**src/rtl/pong_pkg.sv**
```systemverilog
`default_nettype none
// ============================================================================
//  Module      : pong_pkg
//  Description : Shared state encoding, playfield geometry and ball-word
//                layout for the pong game controller and its display.
//  Revision    : 1.0
// ============================================================================
package pong_pkg;

    localparam logic [1:0] c_st_idle     = 2'd0;
    localparam logic [1:0] c_st_serve    = 2'd1;
    localparam logic [1:0] c_st_play     = 2'd2;
    localparam logic [1:0] c_st_gameover = 2'd3;

    localparam int c_screen_w    = 640;
    localparam int c_screen_h    = 480;
    localparam int c_paddle_w    = 20;
    localparam int c_paddle_h    = 100;
    localparam int c_ball_sz     = 20;
    localparam int c_pl_x        = 100;
    localparam int c_pr_x        = 500;
    localparam int c_paddle_vel  = 10;
    localparam int c_ball_vel    = 3;
    localparam int c_win_score   = 7;
    localparam int c_serve_ticks = 32;

    // Ball word: {x[10:0], y[10:0], 10'd0}, read by the display side
    localparam int c_ball_x_msb = 31;
    localparam int c_ball_x_lsb = 21;
    localparam int c_ball_y_msb = 20;
    localparam int c_ball_y_lsb = 10;

    typedef logic [10:0]        coord_t;
    typedef logic signed [12:0] scoord_t;

    function automatic scoord_t clamp_s13(input scoord_t v, input scoord_t lo, input scoord_t hi);
        scoord_t r;
        r = v;
        if (v < lo) begin
            r = lo;
        end else if (v > hi) begin
            r = hi;
        end
        return r;
    endfunction

endpackage : pong_pkg
`default_nettype wire

```
**src/rtl/pong_paddle_mover.sv**
```systemverilog
`default_nettype none
// ============================================================================
//  Module      : pong_paddle_mover
//  Description : One paddle's vertical position, driven by active-low
//                up/down buttons and saturated to the visible range.
//  Revision    : 1.0
// ============================================================================
module pong_paddle_mover
    import pong_pkg::*;
#(
    parameter int SCREEN_H   = c_screen_h,
    parameter int PADDLE_H   = c_paddle_h,
    parameter int PADDLE_VEL = c_paddle_vel
) (
    input  logic        slowclock,
    input  logic        iRST_n,
    input  logic        i_enable,
    input  logic        i_moveup_n,
    input  logic        i_movedown_n,
    output logic [11:0] o_ypos
);

    localparam scoord_t     c_y_min   = 13'sd0;
    localparam scoord_t     c_y_max   = scoord_t'(SCREEN_H - PADDLE_H);
    localparam scoord_t     c_vel     = scoord_t'(PADDLE_VEL);
    localparam logic [11:0] c_y_reset = 12'((SCREEN_H - PADDLE_H) / 2);

    logic [11:0] ypos_d;
    logic [11:0] ypos_q;
    scoord_t     w_y_s;
    scoord_t     w_y_next;

    // Opposing buttons cancel; the signed step lets saturation catch underflow
    always_comb begin
        w_y_s    = scoord_t'({1'b0, ypos_q});
        w_y_next = w_y_s;
        if (i_enable) begin
            if (!i_moveup_n && i_movedown_n) begin
                w_y_next = w_y_s - c_vel;
            end else if (i_moveup_n && !i_movedown_n) begin
                w_y_next = w_y_s + c_vel;
            end
        end
        ypos_d = 12'(clamp_s13(w_y_next, c_y_min, c_y_max));
    end

    always_ff @(posedge slowclock or negedge iRST_n) begin
        if (!iRST_n) begin
            ypos_q <= c_y_reset;
        end else begin
            ypos_q <= ypos_d;
        end
    end

    assign o_ypos = ypos_q;

endmodule : pong_paddle_mover
`default_nettype wire

```
**src/rtl/pong_game_ctrl.sv**
```systemverilog
`default_nettype none
// ============================================================================
//  Module      : pong_game_ctrl
//  Description : Pong game state machine: serve timing, ball motion with
//                wall/paddle bounces, scoring and two paddle movers.
//  Revision    : 1.0
// ============================================================================
module pong_game_ctrl
    import pong_pkg::*;
#(
    parameter int SCREEN_W    = c_screen_w,
    parameter int SCREEN_H    = c_screen_h,
    parameter int PADDLE_W    = c_paddle_w,
    parameter int PADDLE_H    = c_paddle_h,
    parameter int BALL_SZ     = c_ball_sz,
    parameter int PL_X        = c_pl_x,
    parameter int PR_X        = c_pr_x,
    parameter int PADDLE_VEL  = c_paddle_vel,
    parameter int BALL_VEL    = c_ball_vel,
    parameter int WIN_SCORE   = c_win_score,
    parameter int SERVE_TICKS = c_serve_ticks
) (
    input  logic        slowclock,
    input  logic        iRST_n,
    input  logic        pL_moveup,
    input  logic        pL_movedown,
    input  logic        pR_moveup,
    input  logic        pR_movedown,
    input  logic        start_n,
    output logic [31:0] ball,
    output logic [11:0] pL_ypos,
    output logic [11:0] pR_ypos,
    output logic [3:0]  scoreL,
    output logic [3:0]  scoreR,
    output logic [1:0]  game_state
);

    localparam int c_cnt_w = $clog2(SERVE_TICKS + 1);

    localparam coord_t  c_ctr_x      = coord_t'((SCREEN_W - BALL_SZ) / 2);
    localparam coord_t  c_ctr_y      = coord_t'((SCREEN_H - BALL_SZ) / 2);
    localparam coord_t  c_left_rest  = coord_t'(PL_X + PADDLE_W);
    localparam coord_t  c_right_rest = coord_t'(PR_X - BALL_SZ);
    localparam coord_t  c_floor_y    = coord_t'(SCREEN_H - BALL_SZ);
    localparam scoord_t c_bvel       = scoord_t'(BALL_VEL);
    localparam scoord_t c_ball_s     = scoord_t'(BALL_SZ);
    localparam scoord_t c_pad_h_s    = scoord_t'(PADDLE_H);
    localparam scoord_t c_left_face  = scoord_t'(PL_X + PADDLE_W);
    localparam scoord_t c_right_face = scoord_t'(PR_X);
    localparam scoord_t c_x_max      = scoord_t'(SCREEN_W - BALL_SZ);
    localparam scoord_t c_y_max      = scoord_t'(SCREEN_H - BALL_SZ);
    localparam scoord_t c_zero       = 13'sd0;
    localparam logic [3:0]         c_win        = 4'(WIN_SCORE);
    localparam logic [c_cnt_w-1:0] c_serve_last = c_cnt_w'(SERVE_TICKS - 1);

    logic [1:0]         state_d,      state_q;
    coord_t             x_d,          x_q;
    coord_t             y_d,          y_q;
    logic               dx_d,         dx_q;
    logic               dy_d,         dy_q;
    logic               serve_dir_d,  serve_dir_q;
    logic [3:0]         score_l_d,    score_l_q;
    logic [3:0]         score_r_d,    score_r_q;
    logic [c_cnt_w-1:0] serve_cnt_d,  serve_cnt_q;
    logic               start_prev_d, start_prev_q;

    logic    w_start_evt;
    logic    w_paddle_en;
    scoord_t w_x_s, w_y_s, w_nx, w_ny, w_pl_s, w_pr_s;
    logic    w_left_hit, w_right_hit;
    logic    w_miss_left, w_miss_right;

    assign w_start_evt = start_prev_q && !start_n;
    assign w_paddle_en = (state_q == c_st_serve) || (state_q == c_st_play);

    pong_paddle_mover #(
        .SCREEN_H   (SCREEN_H),
        .PADDLE_H   (PADDLE_H),
        .PADDLE_VEL (PADDLE_VEL)
    ) u_paddle_l (
        .slowclock    (slowclock),
        .iRST_n       (iRST_n),
        .i_enable     (w_paddle_en),
        .i_moveup_n   (pL_moveup),
        .i_movedown_n (pL_movedown),
        .o_ypos       (pL_ypos)
    );

    pong_paddle_mover #(
        .SCREEN_H   (SCREEN_H),
        .PADDLE_H   (PADDLE_H),
        .PADDLE_VEL (PADDLE_VEL)
    ) u_paddle_r (
        .slowclock    (slowclock),
        .iRST_n       (iRST_n),
        .i_enable     (w_paddle_en),
        .i_moveup_n   (pR_moveup),
        .i_movedown_n (pR_movedown),
        .o_ypos       (pR_ypos)
    );

    // Hit tests use the ball row and paddle rows from before this tick's move
    always_comb begin
        w_x_s  = scoord_t'({2'b00, x_q});
        w_y_s  = scoord_t'({2'b00, y_q});
        w_pl_s = scoord_t'({1'b0, pL_ypos});
        w_pr_s = scoord_t'({1'b0, pR_ypos});
        w_nx   = w_x_s + (dx_q ? c_bvel : -c_bvel);
        w_ny   = w_y_s + (dy_q ? c_bvel : -c_bvel);

        w_left_hit  = !dx_q && (w_x_s >= c_left_face) && (w_nx <= c_left_face)
                      && (w_y_s + c_ball_s > w_pl_s) && (w_y_s < w_pl_s + c_pad_h_s);
        w_right_hit = dx_q && (w_x_s + c_ball_s <= c_right_face)
                      && (w_nx + c_ball_s >= c_right_face)
                      && (w_y_s + c_ball_s > w_pr_s) && (w_y_s < w_pr_s + c_pad_h_s);
        w_miss_left  = (w_nx <= c_zero);
        w_miss_right = (w_nx >= c_x_max);
    end

    always_comb begin
        state_d      = state_q;
        x_d          = x_q;
        y_d          = y_q;
        dx_d         = dx_q;
        dy_d         = dy_q;
        serve_dir_d  = serve_dir_q;
        score_l_d    = score_l_q;
        score_r_d    = score_r_q;
        serve_cnt_d  = serve_cnt_q;
        start_prev_d = start_n;

        case (state_q)
            c_st_idle: begin
                x_d       = c_ctr_x;
                y_d       = c_ctr_y;
                score_l_d = '0;
                score_r_d = '0;
                if (w_start_evt) begin
                    state_d     = c_st_serve;
                    serve_cnt_d = '0;
                end
            end
            c_st_serve: begin
                x_d         = c_ctr_x;
                y_d         = c_ctr_y;
                serve_cnt_d = serve_cnt_q + 1'b1;
                if (serve_cnt_q == c_serve_last) begin
                    state_d     = c_st_play;
                    dx_d        = serve_dir_q;
                    dy_d        = 1'b1;
                    serve_cnt_d = '0;
                end
            end
            c_st_play: begin
                if (w_ny <= c_zero) begin
                    y_d  = '0;
                    dy_d = 1'b1;
                end else if (w_ny >= c_y_max) begin
                    y_d  = c_floor_y;
                    dy_d = 1'b0;
                end else begin
                    y_d = w_ny[10:0];
                end

                // Paddle contact outranks the edge miss; a miss overrides the wall result
                if (w_left_hit) begin
                    x_d  = c_left_rest;
                    dx_d = 1'b1;
                end else if (w_right_hit) begin
                    x_d  = c_right_rest;
                    dx_d = 1'b0;
                end else if (w_miss_left || w_miss_right) begin
                    x_d         = c_ctr_x;
                    y_d         = c_ctr_y;
                    serve_cnt_d = '0;
                    if (w_miss_left) begin
                        score_r_d   = score_r_q + 4'd1;
                        serve_dir_d = 1'b0;
                    end else begin
                        score_l_d   = score_l_q + 4'd1;
                        serve_dir_d = 1'b1;
                    end
                    state_d = ((score_l_d == c_win) || (score_r_d == c_win))
                              ? c_st_gameover : c_st_serve;
                end else begin
                    x_d = w_nx[10:0];
                end
            end
            default: begin
                if (w_start_evt) begin
                    state_d   = c_st_idle;
                    score_l_d = '0;
                    score_r_d = '0;
                end
            end
        endcase
    end

    always_ff @(posedge slowclock or negedge iRST_n) begin
        if (!iRST_n) begin
            state_q      <= c_st_idle;
            x_q          <= c_ctr_x;
            y_q          <= c_ctr_y;
            dx_q         <= 1'b1;
            dy_q         <= 1'b1;
            serve_dir_q  <= 1'b1;
            score_l_q    <= '0;
            score_r_q    <= '0;
            serve_cnt_q  <= '0;
            start_prev_q <= 1'b1;
        end else begin
            state_q      <= state_d;
            x_q          <= x_d;
            y_q          <= y_d;
            dx_q         <= dx_d;
            dy_q         <= dy_d;
            serve_dir_q  <= serve_dir_d;
            score_l_q    <= score_l_d;
            score_r_q    <= score_r_d;
            serve_cnt_q  <= serve_cnt_d;
            start_prev_q <= start_prev_d;
        end
    end

    assign ball[c_ball_x_msb:c_ball_x_lsb] = x_q;
    assign ball[c_ball_y_msb:c_ball_y_lsb] = y_q;
    assign ball[c_ball_y_lsb-1:0]          = '0;
    assign scoreL     = score_l_q;
    assign scoreR     = score_r_q;
    assign game_state = state_q;

endmodule : pong_game_ctrl
`default_nettype wire

```
**config.mk**
```make
export PLATFORM = sky130hd
export DESIGN_NAME = pong_game_ctrl
export DESIGN_NICKNAME = d
export VERILOG_FILES = /design/src/rtl/pong_pkg.sv /design/src/rtl/pong_paddle_mover.sv /design/src/rtl/pong_game_ctrl.sv
export SDC_FILE = /design/constraint.sdc
export NUM_CORES = 1
export LEC_CHECK = 0
export CORE_ASPECT_RATIO = 0.8
export CORE_MARGIN = 2
export CORE_UTILIZATION = 63
export CTS_CLUSTER_SIZE = 28
export DETAILED_ROUTE_END_ITERATION = 8
export GPL_TIMING_DRIVEN = 0
export PLACE_DENSITY = 0.88
export SYNTH_ARGS = -nofsm -noshare
export SYNTH_HDL_FRONTEND = slang
export SYNTH_SLANG_ARGS = --single-unit
```
**constraint.sdc**
```tcl
create_clock -name slowclock -period 7.7 [get_ports slowclock]
set_input_delay 1.54 -clock slowclock [delete_from_list [all_inputs] [get_ports slowclock]]
set_output_delay 1.54 -clock slowclock [all_outputs]
set_load 0.01 [all_outputs]
```
* Yosys cells after proc, flatten, opt, wreduce, memory -nomap -nowiden
Index checks and enable logic that the tools add are counted.
** Storage, ports and cells
- Bits of input ports :: 7
- Output and inout bits :: 66
- Bits in registers :: 66
- Word-level logic and storage cells :: 156
** Cells by class
- Magnitude comparators :: 16
- Reduce and logical (&&, ||, !) cells :: 35
- $add $sub $neg :: 14
- Multiplexer cells :: 64
- Bitwise gates (word level) :: 3
- Equal/unequal tests :: 12
** Operators with widths (count)
- 2-to-1 mux 13 bit :: 8
- 2-to-1 mux 11 bit :: 8
- 2-to-1 mux 4 bit :: 17
- 2-to-1 mux 12 bit :: 4
- case mux 11 bit (2 select lines) :: 2
- 2-to-1 mux 6 bit :: 5
- adder 12 x 13 -> 13 bit :: 2
- adder 12 x 4 -> 13 bit, second input constant :: 2
- adder 12 x 7 -> 13 bit, second input constant :: 2
- >= comparator 13 x 10 -> 1 bit, second input constant :: 2
- greater-than comparator 13 x 10 -> 1 bit, second input constant :: 2
- less-or-equal comparator 13 x 1 -> 1 bit, second input constant :: 2
- less-than comparator 12 x 13 -> 1 bit :: 2
- less-than comparator 13 x 1 -> 1 bit, second input constant :: 2
- subtractor 12 x 4 -> 13 bit, second input constant :: 2
- adder 11 x 5 -> 12 bit, second input constant :: 2
- case mux 4 bit (3 select lines) :: 2
- case mux 6 bit (3 select lines) :: 1
- 2-to-1 mux 2 bit :: 7
- adder 13 x 6 -> 13 bit, second input constant :: 1
- >= comparator 13 x 11 -> 1 bit, second input constant :: 1
- greater-than comparator 13 bit :: 1
- less-or-equal comparator 13 x 8 -> 1 bit, second input constant :: 1
- logical AND 1 bit :: 13
- other kinds (27) :: 53

* Logic depth before layout (Yosys ltp)
Gate-level depths: netlist of the first run.
- Depth after elaboration :: 17
- Mapped depth :: 17
- Depth with buffers taken out :: 15

* By module
From an unflattened synthesis of the first run, not the netlist that was laid out.
** Second synthesis, totals
- Cells, all modules :: 857
- Area total of the unflattened synthesis :: 7166.9 um^2
** By module, submodules not included
- pong_game_ctrl :: cells an instance 651, area each 5318.9 um^2, times used 1
- pong_paddle_mover at u_paddle_r :: cells an instance 103, area each 924.6 um^2, times used 1
- pong_paddle_mover at u_paddle_l :: cells an instance 103, area each 923.4 um^2, times used 1

* Least setup slack after synthesis of the first run
OpenSTA, ideal clock, no wires.
- Kind :: reg-to-reg
- Start :: register dx_q
- End :: register serve_cnt_q[2]
- Setup time :: 0.121 ns
- Data required time :: 7.579 ns
- Path slack :: 3.871 ns
- Data arrival time :: 3.708 ns
- Period minus slack after synthesis :: 3.829 ns
- Stages on the path, launching flop included :: 14
- Cells stage by stage :: dfstp_2 -> inv_1 -> ha_1 -> a211o_1 -> a211oi_2 -> o211ai_2 -> nor4_2 -> o2111ai_1 -> or4b_1 -> a221oi_2 -> buf_6 -> o21ai_2 -> and2_4 -> a22o_1
** Between the ends
- Cells in the longest elaborated chain, start to end :: 9
- Elaborated cells on any way between the ends :: 21
** Ends and longest elaborated chain
- from (decl) :: RTL line pong_game_ctrl.sv:59 : logic dx_d, dx_q;
- from (signal assigned) :: RTL line pong_game_ctrl.sv:204 : dx_q <= 1'b1;
- from (signal assigned) :: RTL line pong_game_ctrl.sv:215 : dx_q <= dx_d;
- 2-to-1 mux 13 bit :: RTL line pong_game_ctrl.sv:108 : w_nx = w_x_s + (dx_q ? c_bvel : -c_bvel);
- adder 12 x 13 -> 13 bit :: RTL line pong_game_ctrl.sv:108
- adder 13 x 6 -> 13 bit :: RTL line pong_game_ctrl.sv:114 : && (w_nx + c_ball_s >= c_right_face)
- >= comparator 13 x 10 -> 1 bit :: RTL line pong_game_ctrl.sv:114
- logical AND 1 bit :: RTL line pong_game_ctrl.sv:114
- logical AND 1 bit (2 in a row) :: RTL line pong_game_ctrl.sv:115 : && (w_y_s + c_ball_s > w_pr_s) && (w_y_s < w_pr_s + c_pad_h_s);
- inequality test 2 bit (no source line)
- AND reduction 5 bit (no source line) (*)
- to (signal assigned) :: RTL line pong_game_ctrl.sv:220 : serve_cnt_q <= serve_cnt_d;
- to (decl) :: RTL line pong_game_ctrl.sv:64 : logic [c_cnt_w-1:0] serve_cnt_d, serve_cnt_q;
Mark *: on every way between the ends. The rest lies on a longest branch, timed or not.
A chain may end at the register's enable or synchronous reset.

* Worst setup path after layout of the first run
- Start :: register dx_q
- End :: register score_l_q[0] (netlist: scoreL[0])
** Between the ends
- Cells in the longest elaborated chain, start to end :: 12
- Elaborated cells on any way between the ends :: 30
** Ends and longest elaborated chain
- parallel branches: the longest is 12 deep, another holds adder 12 x 13 -> 13 bit
- to (signal assigned) :: RTL line pong_game_ctrl.sv:218 : score_l_q <= score_l_d;
- to (decl) :: RTL line pong_game_ctrl.sv:62 : logic [3:0] score_l_d, score_l_q;
Parallel ways; which one is timed is not known. The select of a mux whose other input is x is not followed.

==> results.py, run 1 <==
metrics = {
    "routing": {
        "dr_total_vias": 6881,
        "drt_iter0_drc": 694,
        "ant_nets": 0,
        "viasPerCell": 6.58,
        "wl_per_cell_um": 18.6,
        "wirelength_um": 19500,
        "drtPass1Iterations": 5,
        "remaining_drc_errors": 0,
    },
    "global_routing": {
        "grt_overflow": 0,
        "grt_pass1_vias": 6370,
        "grt_max_degree": 38,
        "grt_usage": 0.333,
        "grt_antenna_before_repair": 0,
        "grt_pass1_wl_um": 31600,
    },
    "logic_synthesis": {
        "synth_edf_count": 0,
        "synth_top_area_share": 0.159,
        "synth_most_common_cell": "ha_1",
        "synth_flop_cell": "dfrtp_1",
        "syn_inst": 812,
        "ys_seq_elements": 64,
        "ys_seq_area_frac": 0.241,
        "yosysTopAreaCell": "ha_1",
        "avgSynthCellArea_um2": 8.34,
        "ys_top_cells_by_area": "ha_1, dfrtp_1, dfstp_2, xnor2_1, a21oi_1",
        "synth_common_cells": "ha_1, a21oi_1, nand2_1",
        "netlist_area_um2": 6770,
        "synthArstFlopShare": 1.00,
        "ys_types": 81,
        "yosysWarnings": 0,
    },
    "sta": {
        "rsz0062_at_grt": "false",
        "finalSetupViolCount": 0,
        "fin_crit_ns": 4.77,
        "worst_slew_pin_slew_ns": 0.790,
        "hold_viol": 0,
        "min_period_over_period": 0.620,
        "max_freq_ghz": 0.209,
        "final.setup.tns_ns": 0,
        "drv_slew": 0,
        "finalClockSkew_ns": 0.00745,
        "worst_slack_ns": 2.93,
        "relSlewSlack": 0.470,
    },
    "place": {
        "place_hpwl_um": 14400,
        "gp_congestion": 0.968,
        "post-place-ws_ns": 3.09,
        "place_inst": 1030,
        "port_buffers": 60,
    },
    "cts": {
        "cts_tree": "done",
        "cts_buffer_depth": 2,
        "postCtsHoldBufs": 0,
        "cts-htree-levels": 3,
        "clock_sinks": 64,
        "postCtsResizedCells": 0,
        "clk_pin_slew_worst_paths_ns": 0.06,
        "clock_latency_ns": 0.34,
        "ctsRootBufferMaster": "clkbuf_16",
        "cts_setup_buffers": 0,
        "cts_buffers": 9,
    },
    "critical_path": {
        "r2r_slack_ns": 2.93,
        "path_max_fanout": 12,
        "r2r_cells": 13,
        "r2r-end": "scoreL[0]",
        "end_kind": "flip-flop",
        "crit_path_end": "scoreL[0]",
        "critPathArrivalTime_ns": 5.00,
        "crit_required_ns": 7.92,
        "worstSetupStartpointType": "flip-flop",
        "crit_type": "reg -> reg",
        "timing.rr.start": "dx_q",
        "startpoint": "dx_q",
    },
    "final_layout": {
        "area_growth_pct": 17.0,
        "final_core_util": 0.765,
        "multi_input_area_um2": 4850,
        "final.fill_count": 739,
        "fin_cells": 1046,
        "seq_area_um2": 1630,
        "nNetsFinal": 996,
        "drive_above_1_share": 0.0916,
        "diodes": 0,
    },
    "floorplan": {
        "core_um2": 10400,
        "die_y_um": 96.7,
        "die_w_um": 120,
        "io_pins": 73,
        "die_area_um2": 11600,
        "num_rows": 33,
        "floorplan.initialDensity": 0.654,
    },
    "job": {
        "cap_violations": 0,
    },
    "min_path": {
        "hold_path_class": "reg -> reg",
        "hold_depth": 1,
    },
    "power": {
        "powerDensity_nw_per_um2": 106,
        "vdd_drop_max_uv": 92.0,
        "leakage_nw": 3.49,
    },
    "status": {
        "status": "complete, no violations",
    },
}
==> layer usage <==
layer / up-vias / GRT usage / share of wire
met1: 3281 / 0.477 / 0.44
met3: 40 / 0.0772 / 0.10
met5: - / 0 / 0
met4: 0 / 0.0977 / 0.019
met2: 375 / 0.502 / 0.44
li1: 3185 / - / -
==> power by group <==
group	internal, W	leakage [nW]	total (W)	switching [W]
Combinational	0.0000375	2.64	0.0000873	0.0000498
Sequential	0.000342	0.712	0.000348	0.00000626
Clock	0.000253	0.145	0.000406	0.000153
Total	0.000632	3.49	0.000841	0.000209
==> worst min-delay path by stage <==
stage	startpoint	endpoint
3_5_place_dp	serve_cnt_q[0]	serve_cnt_q[0]
3_3_place_gp	serve_cnt_q[0]	serve_cnt_q[0]
2_1_floorplan	serve_cnt_q[0]	serve_cnt_q[0]
6_report	serve_cnt_q[5]	serve_cnt_q[5]
4_1_cts	serve_cnt_q[5]	serve_cnt_q[5]
5_1_grt	x_q[1]	x_q[1]
==> cell families (layout without fill, tap and decap cells) <==
group | after synthesis | in the layout | synth area share
mux | 8 | 8 | 0.0122
fa+ha+maj | 88 | 88 | 0.165
simple gates | 267 | 267 | 0.207
other cells | 1 | 18 | 0.000554
buf+inv | 80 | 157 | 0.0528
xor+xnor | 55 | 55 | 0.0711
compound gates | 249 | 249 | 0.251
flops | 64 | 64 | 0.241
==> critical path: stages (launching register included) <==
cell,delay (ns)
dfstp_2,0.67
inv_1,0.31
ha_1,0.48
o211ai_1,0.20
o211a_1,0.30
or2_0,0.25
a311oi_1,0.57
buf_2,0.32
o21ai_0,0.13
a211oi_2,0.47
o21bai_2,0.31
nor3_2,0.15
mux2_1,0.33
a22o_1,0.17
==> final cells by class <==
type	instances	area share
multi-input cells	685	0.611
inverters	51	0.0242
clock inverters	2	0.00158
well taps	140	0.0221
plain buffers	29	0.0210
repair buffers	61	0.0777
clock buffers	14	0.0358
flip-flops and latches	64	0.206
==> state kept, by name (all words and copies together) (netlist names), 2 cells and up <==
name               flops
game_state             2
scoreL                 4
scoreR                 4
serve_cnt_q            6
u_paddle_l.o_ypos     11
u_paddle_r.o_ypos     11
x_q                   11
y_q                   11
==> layout by cell type, fill, tap and decap left out, types with 7 or more instances in the layout <==
master and count:
a211o_1 7, a21o_1 17, a21oi_1 60, a31oi_1 9
and2_1 8, buf_4 13, clkbuf_1 15, clkbuf_16 9
clkdlybuf4s50_1 59, conb_1 18, dfrtp_1 38, dfstp_2 26
ha_1 86, inv_1 47, nand2_1 55, nand2b_1 16
nand3_1 29, nand4_1 15, nor2_1 54, nor2b_1 11
nor3_1 23, nor4_1 10, o211ai_1 14, o21ai_0 51
or3_1 8, xnor2_1 49
==> per-stage QoR <==
step	power, W	hold slack, ns	area (µm²)
2_1_floorplan	0.000407	0.472	6840
3_3_place_gp	0.000434	0.484	7610
5_1_grt	0.000868	0.552	7930
4_1_cts	0.000841	0.524	7930
6_report	0.000841	0.526	7930
3_5_place_dp	0.000437	0.505	7630
Power figures use the tool's default switching activity.
==> run 2, diff against run 1 <==
--- a/config.mk
+++ b/config.mk
@@ -7,11 +7,11 @@
 export LEC_CHECK = 0
 export CORE_ASPECT_RATIO = 0.8
 export CORE_MARGIN = 2
-export CORE_UTILIZATION = 63
+export CORE_UTILIZATION = 59
 export CTS_CLUSTER_SIZE = 28
 export DETAILED_ROUTE_END_ITERATION = 8
 export GPL_TIMING_DRIVEN = 0
-export PLACE_DENSITY = 0.88
+export PLACE_DENSITY = 0.83
 export SYNTH_ARGS = -nofsm -noshare
 export SYNTH_HDL_FRONTEND = slang
 export SYNTH_SLANG_ARGS = --single-unit
==> constraint.sdc (replaced) <==
create_clock -name slowclock -period 4.5 [get_ports slowclock]
set_input_delay 0.9 -clock slowclock [delete_from_list [all_inputs] [get_ports slowclock]]
set_output_delay 0.9 -clock slowclock [all_outputs]
set_load 0.01 [all_outputs]
==> results.py, run 2 (synthesis gave the netlist of run 1 again) <==
metrics = {
    "critical_path": {
        "crit_required_ns": 4.72,
        "path_cells": "clkinvlp_4 -> ha_1 -> o211ai_1 -> o211a_1 -> or2_0 -> a311oi_1 -> buf_2 -> o21ai_0 -> a211oi_2 -> o21bai_2 -> nor3_4 -> mux2_1 -> a22o_1",
        "critPathArrivalTime_ns": 4.60,
        "timing.rr.start": "dx_q",
        "critPathTopFamily": "compound AO/OA/AOI/OAI gates",
        "r2r_slack_ns": 0.12,
        "r2r-end": "scoreL[0]",
        "r2r_cells": 13,
        "cp_slowest_cell": "dfstp_2",
        "cpPeakStageDelay_ns": 0.59,
        "path_max_fanout": 10,
        "worstSetupStartpointType": "flip-flop",
        "path_buf_inv": 2,
        "end_kind": "flip-flop",
        "crit_type": "reg -> reg",
    },
    "floorplan": {
        "die_area_um2": 12400,
        "io_pins": 73,
        "die_y_um": 99.8,
        "num_rows": 34,
        "floorplan.initialDensity": 0.615,
        "die_w_um": 124,
        "core_um2": 11000,
    },
    "job": {
        "cap_violations": 0,
    },
    "cts": {
        "clock_sinks": 64,
        "clock_latency_ns": 0.34,
        "postCtsHoldBufs": 0,
        "ctsRootBufferMaster": "clkbuf_16",
        "cts-htree-levels": 3,
        "clk_pin_slew_worst_paths_ns": 0.06,
        "cts_buffers": 9,
        "cts_buffer_depth": 2,
        "cts_tree": "done",
    },
    "place": {
        "dpl-instance-area_um2": 7620,
        "place_hpwl_um": 14400,
        "port_buffers": 60,
        "post-place-ws_ns": -0.115,
        "gp_congestion": 0.985,
    },
    "routing": {
        "drtPass1Iterations": 5,
        "dr_total_vias": 6771,
        "remaining_drc_errors": 0,
        "viasPerCell": 6.41,
        "wirelength_um": 19200,
        "wl_per_cell_um": 18.2,
        "ant_nets": 0,
        "drt_iter0_drc": 588,
    },
    "min_path": {
        "worstHoldStart": "serve_cnt_q[0]",
        "hold_path_class": "reg -> reg",
        "min_to": "serve_cnt_q[0]",
        "hold_depth": 1,
    },
    "sta": {
        "hold-worst-slack_ns": 0.512,
        "drv_slew": 0,
        "worst_slew_pin_slew_ns": 0.824,
        "fin_crit_ns": 4.38,
        "finalClockSkew_ns": 0.00970,
        "relSlewSlack": 0.451,
        "worst_slack_ns": 0.120,
        "hold_viol": 0,
        "min_period_over_period": 0.973,
        "finalSetupViolCount": 0,
        "max_freq_ghz": 0.228,
    },
    "global_routing": {
        "grt_usage": 0.317,
        "gr-usage-met1": 0.453,
        "use_met3": 0.0659,
        "met2_usage": 0.480,
        "grt_pass1_vias": 6358,
        "grt_max_degree": 65,
        "grt_pass1_wl_um": 31300,
        "grt_overflow": 0,
        "grt_antenna_before_repair": 0,
        "busiest_layer": "met2",
    },
    "final_layout": {
        "drive_above_1_share": 0.104,
        "final_cell_mix": "ha_1, a21oi_1, clkdlybuf4s50_1, nand2_1, nor2_1",
        "nNetsFinal": 1002,
        "final_core_util": 0.733,
        "final_common_cell": "ha_1",
        "area_growth_pct": 19.2,
        "design_area_um2": 8080,
        "diodes": 0,
    },
    "power": {
        "vdd_drop_max_uv": 246,
        "total_power_w": 0.00155,
        "powerDensity_nw_per_um2": 191,
        "leakage_nw": 3.56,
    },
    "status": {
        "status": "complete, no violations",
    },
}
==> run 2: cell count changes in the layout (fill, tap and decap cells not counted), moves of 2 or more <==
cell,change
xnor2_1,-2
xnor2_2,+2
buf_4,+8
bufinv_16,+2
==> run 2: timing repair <==
action	CTS	global route
endpoints found under the setup margin	19	11
pin swaps	0	3
gates cloned	0	0
buffers inserted	4	3
resized for setup	4	6
==> run 2: worst register-to-register path, delay by kind of cell, from the launching register on <==
family | cells | cell delay (ns)
mux | 1 | 0.32
simple gates | 2 | 0.38
compound gates | 7 | 2.04
fa+ha+maj | 1 | 0.44
buf+inv | 2 | 0.50
flops | 1 | 0.59
==> run 2: power by group <==
| part | switching, W | leakage [nW] | internal, W |
|---|---|---|---|
| registers | 0.0000103 | 0.712 | 0.000585 |
| logic | 0.0000820 | 2.68 | 0.0000626 |
| clock network | 0.000260 | 0.169 | 0.000546 |
==> run 2: worst max-delay path by stage <==
stage,startpoint,endpoint,slack [ns],cells past startpoint
detailed placement,dx_q,serve_cnt_q[2],-0.12,14
global route,dx_q,scoreL[0],-0.07,13
CTS,dx_q,y_q[3],0.19,15
floorplan,dx_q,serve_cnt_q[2],0.67,13
finish,dx_q,scoreL[0],0.12,13
global placement,dx_q,y_q[3],0.004,15
==> run 2: per-layer routing <==
| layer | share of wire | wire (µm) |
|---|---|---|
| met2 | 0.44 | 8390 |
| met5 | 0 | 0 |
| met1 | 0.45 | 8630 |
| met4 | 0.022 | 432 |
| met3 | 0.092 | 1760 |
==> run 2: cell type report <==
cell class                      count  area (µm²)
Inverter                           51         195
Clock inverter                      2        60.1
Clock buffer                       14         284
Buffer                             29         166
Timing Repair Buffer               67         651
Multi-Input combinational cell    685        4900
Tap cell                          144         180
Sequential cell                    64        1630
Fill cell                         817        2940
==> run 2: metrics by stage <==
step,TNS (ns),instances
finish,0,1056
global route,-0.124,1056
global placement,0,1033
detailed placement,-0.802,1033
CTS,0,1053
floorplan,0,829
